**src/rtl/pdetect_stream_monitor.sv**
```systemverilog
// Pass-through byte stream monitor that flags when the newest accepted bytes equal PATTERN.
// Optional 16-bit saturating match counter when PDETECT_MATCH_COUNT_EN is defined.
module pdetect_stream_monitor #(
    parameter logic [63:0] PATTERN       = 64'h0A0B0C0D,
    parameter int          PATTERN_BYTES = 4
) (
    input  logic        i_clk,
    input  logic        i_rst,
    input  logic [7:0]  i_m_data,
    input  logic        i_m_valid,
    output logic        o_m_ready,
    output logic [7:0]  o_s_data,
    output logic        o_s_valid,
    input  logic        i_s_ready,
    output logic        o_detected
`ifdef PDETECT_MATCH_COUNT_EN
    ,
    output logic [15:0] o_match_count
`endif
);

    localparam int             W    = 8 * PATTERN_BYTES;
    localparam int             CW   = $clog2(PATTERN_BYTES + 1);
    localparam logic [W-1:0]   PAT  = PATTERN[W-1:0];
    localparam logic [CW-1:0]  FULL = CW'(PATTERN_BYTES);

    logic [W-1:0]  hist;
    logic [W-1:0]  hist_next;
    logic [CW-1:0] fill;
    logic [CW-1:0] fill_next;
    logic          accept;
    logic          match;

    assign o_s_data  = i_m_data;
    assign o_s_valid = i_m_valid;
    assign o_m_ready = i_s_ready;

    assign accept = i_m_valid & i_s_ready;

    always_comb begin
        hist_next = (hist << 8) | W'(i_m_data);
        fill_next = (fill == FULL) ? fill : fill + CW'(1);
        match     = (fill_next == FULL) && (hist_next == PAT);
    end

    // Fill gating keeps an all-zero pattern from matching the reset history.
    always_ff @(posedge i_clk or negedge i_rst) begin
        if (!i_rst) begin
            hist       <= '0;
            fill       <= '0;
            o_detected <= 1'b0;
        end else if (accept) begin
            hist       <= hist_next;
            fill       <= fill_next;
            o_detected <= match;
        end
    end

`ifdef PDETECT_MATCH_COUNT_EN
    always_ff @(posedge i_clk or negedge i_rst) begin
        if (!i_rst) begin
            o_match_count <= '0;
        end else if (accept && match && (o_match_count != 16'hFFFF)) begin
            o_match_count <= o_match_count + 16'd1;
        end
    end
`endif

endmodule

```
**config.mk**
```make
export PLATFORM = sky130hd
export DESIGN_NAME = pdetect_stream_monitor
export DESIGN_NICKNAME = d
export VERILOG_FILES = /design/src/rtl/pdetect_stream_monitor.sv
export SDC_FILE = /design/constraint.sdc
export NUM_CORES = 1
export LEC_CHECK = 0
export CAP_MARGIN = 20
export CORE_UTILIZATION = 51
export DETAILED_ROUTE_END_ITERATION = 16
export GPL_ROUTABILITY_DRIVEN = 0
export PLACE_DENSITY_LB_ADDON = 0.25
export SETUP_SLACK_MARGIN = 0.15
export SLEW_MARGIN = 25
export SYNTH_ARGS = -nofsm -noshare
export SYNTH_HDL_FRONTEND = slang
export SYNTH_SLANG_ARGS = --single-unit
export TNS_END_PERCENT = 1
```
**constraint.sdc**
```tcl
create_clock -name i_clk -period 1.7 [get_ports i_clk]
set_input_delay 0.34 -clock i_clk [delete_from_list [all_inputs] [get_ports i_clk]]
set_output_delay 0.34 -clock i_clk [all_outputs]
set_load 0.05 [all_outputs]
```
* Word-level counts from Yosys, hierarchy flattened
Index checks and enable logic that the tools add are counted.
** Operators by class
- Add/sub/neg operators :: 1
- Equality and inequality tests :: 3
- Mux-type cells :: 1
- Bitwise gates (word level) :: 2
- Reductions and logical operators :: 1
** Operators with widths (count)
- $eq 32x28->1 const B :: 1
- $or 32x8->32 :: 1
- $eq 3x3->1 const B :: 2
- $add 3x1->3 const B :: 1
- $mux 3 :: 1
- $and 1x1->1 :: 1
- $logic_and 1x1->1 :: 1
** Word-level totals
- Register bits after elaboration :: 28
- Input port bits :: 12
- Output and inout port bits :: 11
- Word-level logic and storage cells :: 11

* Logic depth before layout (Yosys ltp)
- Depth in word-level cells :: 4
- Mapped depth :: 6
- Gate-level depth less buffers :: 6

* Worst setup path before layout
OpenSTA, ideal clock, no wires.
- Kind :: register to register
- Start point :: reg fill[0]
- End point :: reg o_detected
- Setup time :: 0.067 ns
- Arrival :: 1.423 ns
- Data required time :: 1.633 ns
- Slack :: 0.210 ns
- Stages on the path, launching flop included :: 7
- Path buffers :: 0
- Clock period less this slack :: 1.490 ns
- Cell sequence :: dfrtp_1 > inv_1 > ha_1 > nand2_1 > nor2_1 > a2111oi_0 > a32o_2
** Between the ends
- Longest elaborated chain between the ends :: 4
- Elaborated cells on any way between the ends :: 5
- Those cells by class :: 1 x add/sub; 2 x eq/ne; 1 x mux; 1 x reduce/logical
** RTL lines
- start, declared :: line 29 : logic [CW-1:0] fill;
- start signal, assigned :: line 54 : fill <= fill_next;
- $add 3x1->3 or $eq 3x3->1 (tied branches) :: line 42 : fill_next = (fill == FULL) ? fill : fill + CW'(1);
- $mux 3 (*) :: line 42
- $eq 3x3->1 (*) :: line 43 : match = (fill_next == FULL) && (hist_next == PAT);
- $logic_and 1x1->1 (*) :: line 43
- end signal, assigned :: line 55 : o_detected <= match;
- end, declared :: line 15 : output logic o_detected
Mark *: on every way between the ends. The rest lies on a longest branch, timed or not.
A chain may end at the register's enable or synchronous reset.

* Final worst setup path
- Start point :: reg hist[13]
- End point :: reg o_detected
** Between the ends
- Longest elaborated chain between the ends :: 3
** RTL lines
- start, declared :: line 27 : logic [W-1:0] hist;
- start signal, assigned :: line 53 : hist <= hist_next;
- $or 32x8->32 :: line 41 : hist_next = (hist << 8) | W'(i_m_data);
- $eq 32x28->1 :: line 43
- $logic_and 1x1->1 :: line 43
No other way between the ends.

==> results.toml <==
[global_routing]
grtUsageTotal_pct = 21.2
grt_max_degree = 29
antenna_found_initial = 0
grt-ovfl-total = 0
grt_first_pass_wirelength_um = 4090
grt_pass1_vias = 842

[yosys]
ys_seq_area_share_pct = 54.3
synth_adder_area_share_pct = 1.94
synth_compound_area_share_pct = 4.85
synth_cell_types = 23
yosys.area_share.simple_pct = 8.44
yosysWarnings = 0
synth-xor-area-share_pct = 0.679
syn-cell-area_um2 = 1290
avgSynthCellArea_um2 = 13.9
syn-num-nets = 107
syn_inst = 93
synth_seq_cells = 28
synthMuxAreaShare_pct = 22.6
synth_top_family_by_area = "multiplexers"

[worst_setup_path]
worstSetupPathType = "reg -> reg"
cp_slowest_cell = "or4_4"
crit_chain = "or4_4, a2111oi_4, a32o_2"
cp-start-kind = "flop"
crit_required_ns = 1.97
worst-path-max-fanout = 2
critPathArrivalTime_ns = 1.80
cpPeakStageDelay_ns = 0.55
rr_worst_depth = 3
end_kind = "flop"

[timing]
fin_skew_ns = 0.00283
worst_slew_pin_slew_ns = 0.341
slew_viol_final = 0
fin_crit_sh_pct = 89.5
fmax_ghz = 0.657
grt_setup_unrepaired = "true"
hold_viol_final = 0
slew_headroom_pct = 77.3
setup_viol = 0
min_period_ns = 1.52

[cts]
clk_latency_ns = 0.33
clk_pin_slew_worst_paths_ns = 0.14
clk_path_buf_depth = 2
cts_sinks = 28
cts_buffers = 3
cts-root-buf = "clkbuf_4"
postCtsHoldBufs = 0
htree_levels = 1
tritoncts = "done"

[run]
maxCapViolations = 0

[power]
power_leakage_uw = 0.000751
powerDensity_nw_per_um2 = 1090
ir_drop_v = 0.000786

[detailed_routing]
antenna_left = 0
viasPerCell = 5.42
wl_met1_um = 1060
highest_layer = "met4"
route.detailed.drc = 0
drt-initial-drc-count = 3
drt-total-wl_um = 2450
vias = 819
routed-wl-met3_um = 82
wl_per_cell_um = 16.2
wl_met2_um = 1260
drt_pass1_iterations = 4

[floorplan]
dieArea_um2 = 2730
core_area_um2 = 2300
ioPinCount = 23
die_h_um = 52.3
die_x_um = 52.3
initial_core_util_pct = 56.2
row_count = 17

[placed_design]
port_buffers = 22
dpl.hpwl_um = 1850
place_area_um2 = 1680
dp.cells = 147

[final_layout]
instances_no_fill = 151
final_area_um2 = 1750
antenna_cells = 0
drive_gt1_share_pct = 52.8
areaGrowthSynthToFinish_pct = 35.5
fin_nets = 139
nFillCells = 147

[hold_path]
hold_path.class = "in -> async"

[run_status]
outcome = "finished clean"
-- sequential cells by signal (all words and copies together) (netlist names) --
register / flops
o_detected: 1
fill: 3
hist: 24
-- synth_stat cells --
library cell | instances | area (µm²)
nor4_1 | 2 | 12.5
or4_4 | 1 | 11.3
nand2_1 | 3 | 11.3
mux2_2 | 25 | 282
a2111oi_0 | 1 | 8.76
nand4b_1 | 1 | 8.76
a2111oi_4 | 1 | 27.5
nand3_1 | 1 | 5.00
nor4b_1 | 2 | 17.5
nor2_1 | 2 | 7.51
buf_4 | 10 | 75.1
buf_2 | 2 | 10.0
dfrtp_1 | 28 | 701
a41oi_1 | 1 | 8.76
a31oi_1 | 1 | 6.26
nand4_1 | 2 | 12.5
inv_1 | 2 | 7.51
nor2b_1 | 2 | 12.5
ha_1 | 2 | 25.0
xnor2_1 | 1 | 8.76
a32o_2 | 1 | 11.3
mux2i_1 | 1 | 10.0
nor4bb_1 | 1 | 10.0
-- layout by cell type (no fill, tap or decap), types with 3 or more instances in the layout --
cell type        netlist  final
dfrtp_1               28     28
mux2_2                25     25
buf_4                 10     18
clkdlybuf4s50_1        0     11
buf_12                 0     10
clkbuf_4               0      3
-- area by class of cell --
type                    instances  area, µm²  area share [%]
flip-flops and latches         28        701            40.1
repair buffers                 39        445            25.5
multi-input cells              51        537            30.7
well taps                      28       35.0            2.00
clock buffers                   3       22.5            1.29
inverters                       2       7.51           0.429
-- metal layers --
metal,vias up,GRT usage [%]
met2,21,36.5
met3,5,3.48
met4,0,9.21
li1,394,-
met5,-,0
met1,399,25.9
-- worst max-delay path: cells and delay by family, from the launching register on --
kind / cells / cell delay (ns)
DFF: 1 / 0.40
and+or+nand+nor: 1 / 0.55
AOI/OAI and AO/OA: 2 / 0.52
-- timing repair --
action / CTS / global route
pin swaps: 0 / 1
endpoints found under the setup margin: 1 / 2
gates resized for setup: 3 / 5
setup buffers: 1 / 0
-- cells by family after synthesis --
| kind of cell | after synthesis |
|---|---|
| flip-flops | 28 |
| AND/OR/NAND/NOR | 17 |
| XOR/XNOR | 1 |
| multiplexers | 26 |
| adder cells (fa/ha/maj) | 2 |
| buffers and inverters | 14 |
| AO/OA/AOI/OAI | 5 |
-- per-stage QoR --
step           hold WS (ns)  total power (µW)  worst slack, ns  setup TNS, ns  util [%]
2_1_floorplan        0.0444              1330            0.210              0         -
3_5_place_dp          0.501              1570           -0.191         -0.191      73.0
5_1_grt               0.397              2010            0.112              0      76.1
4_1_cts               0.387              1850            0.151              0      74.7
3_3_place_gp          0.492              1520           -0.150         -0.150      73.0
6_report              0.370              1910            0.179              0      76.1
-- where the power goes --
group | internal, µW | switching (µW) | total (µW) | leakage, µW
logic | 363 | 302 | 665 | 0.000405
registers | 839 | 134 | 973 | 0.000332
clock network | 83.3 | 184 | 268 | 0.0000138
-- final timing paths --
kind | start | end | slack (ns)
hold reg to reg | hist[18] | hist[18] | 0.54
max in group asynchronous | i_rst | hist[19] | 1.08
setup reg to reg | hist[13] | o_detected | 0.18
setup / recovery | hist[13] | o_detected | 0.18
min in group i_clk | hist[18] | hist[18] | 0.54
hold / removal | i_rst | hist[21] | 0.37
Note: power is estimated with default switching activity, not from simulation.
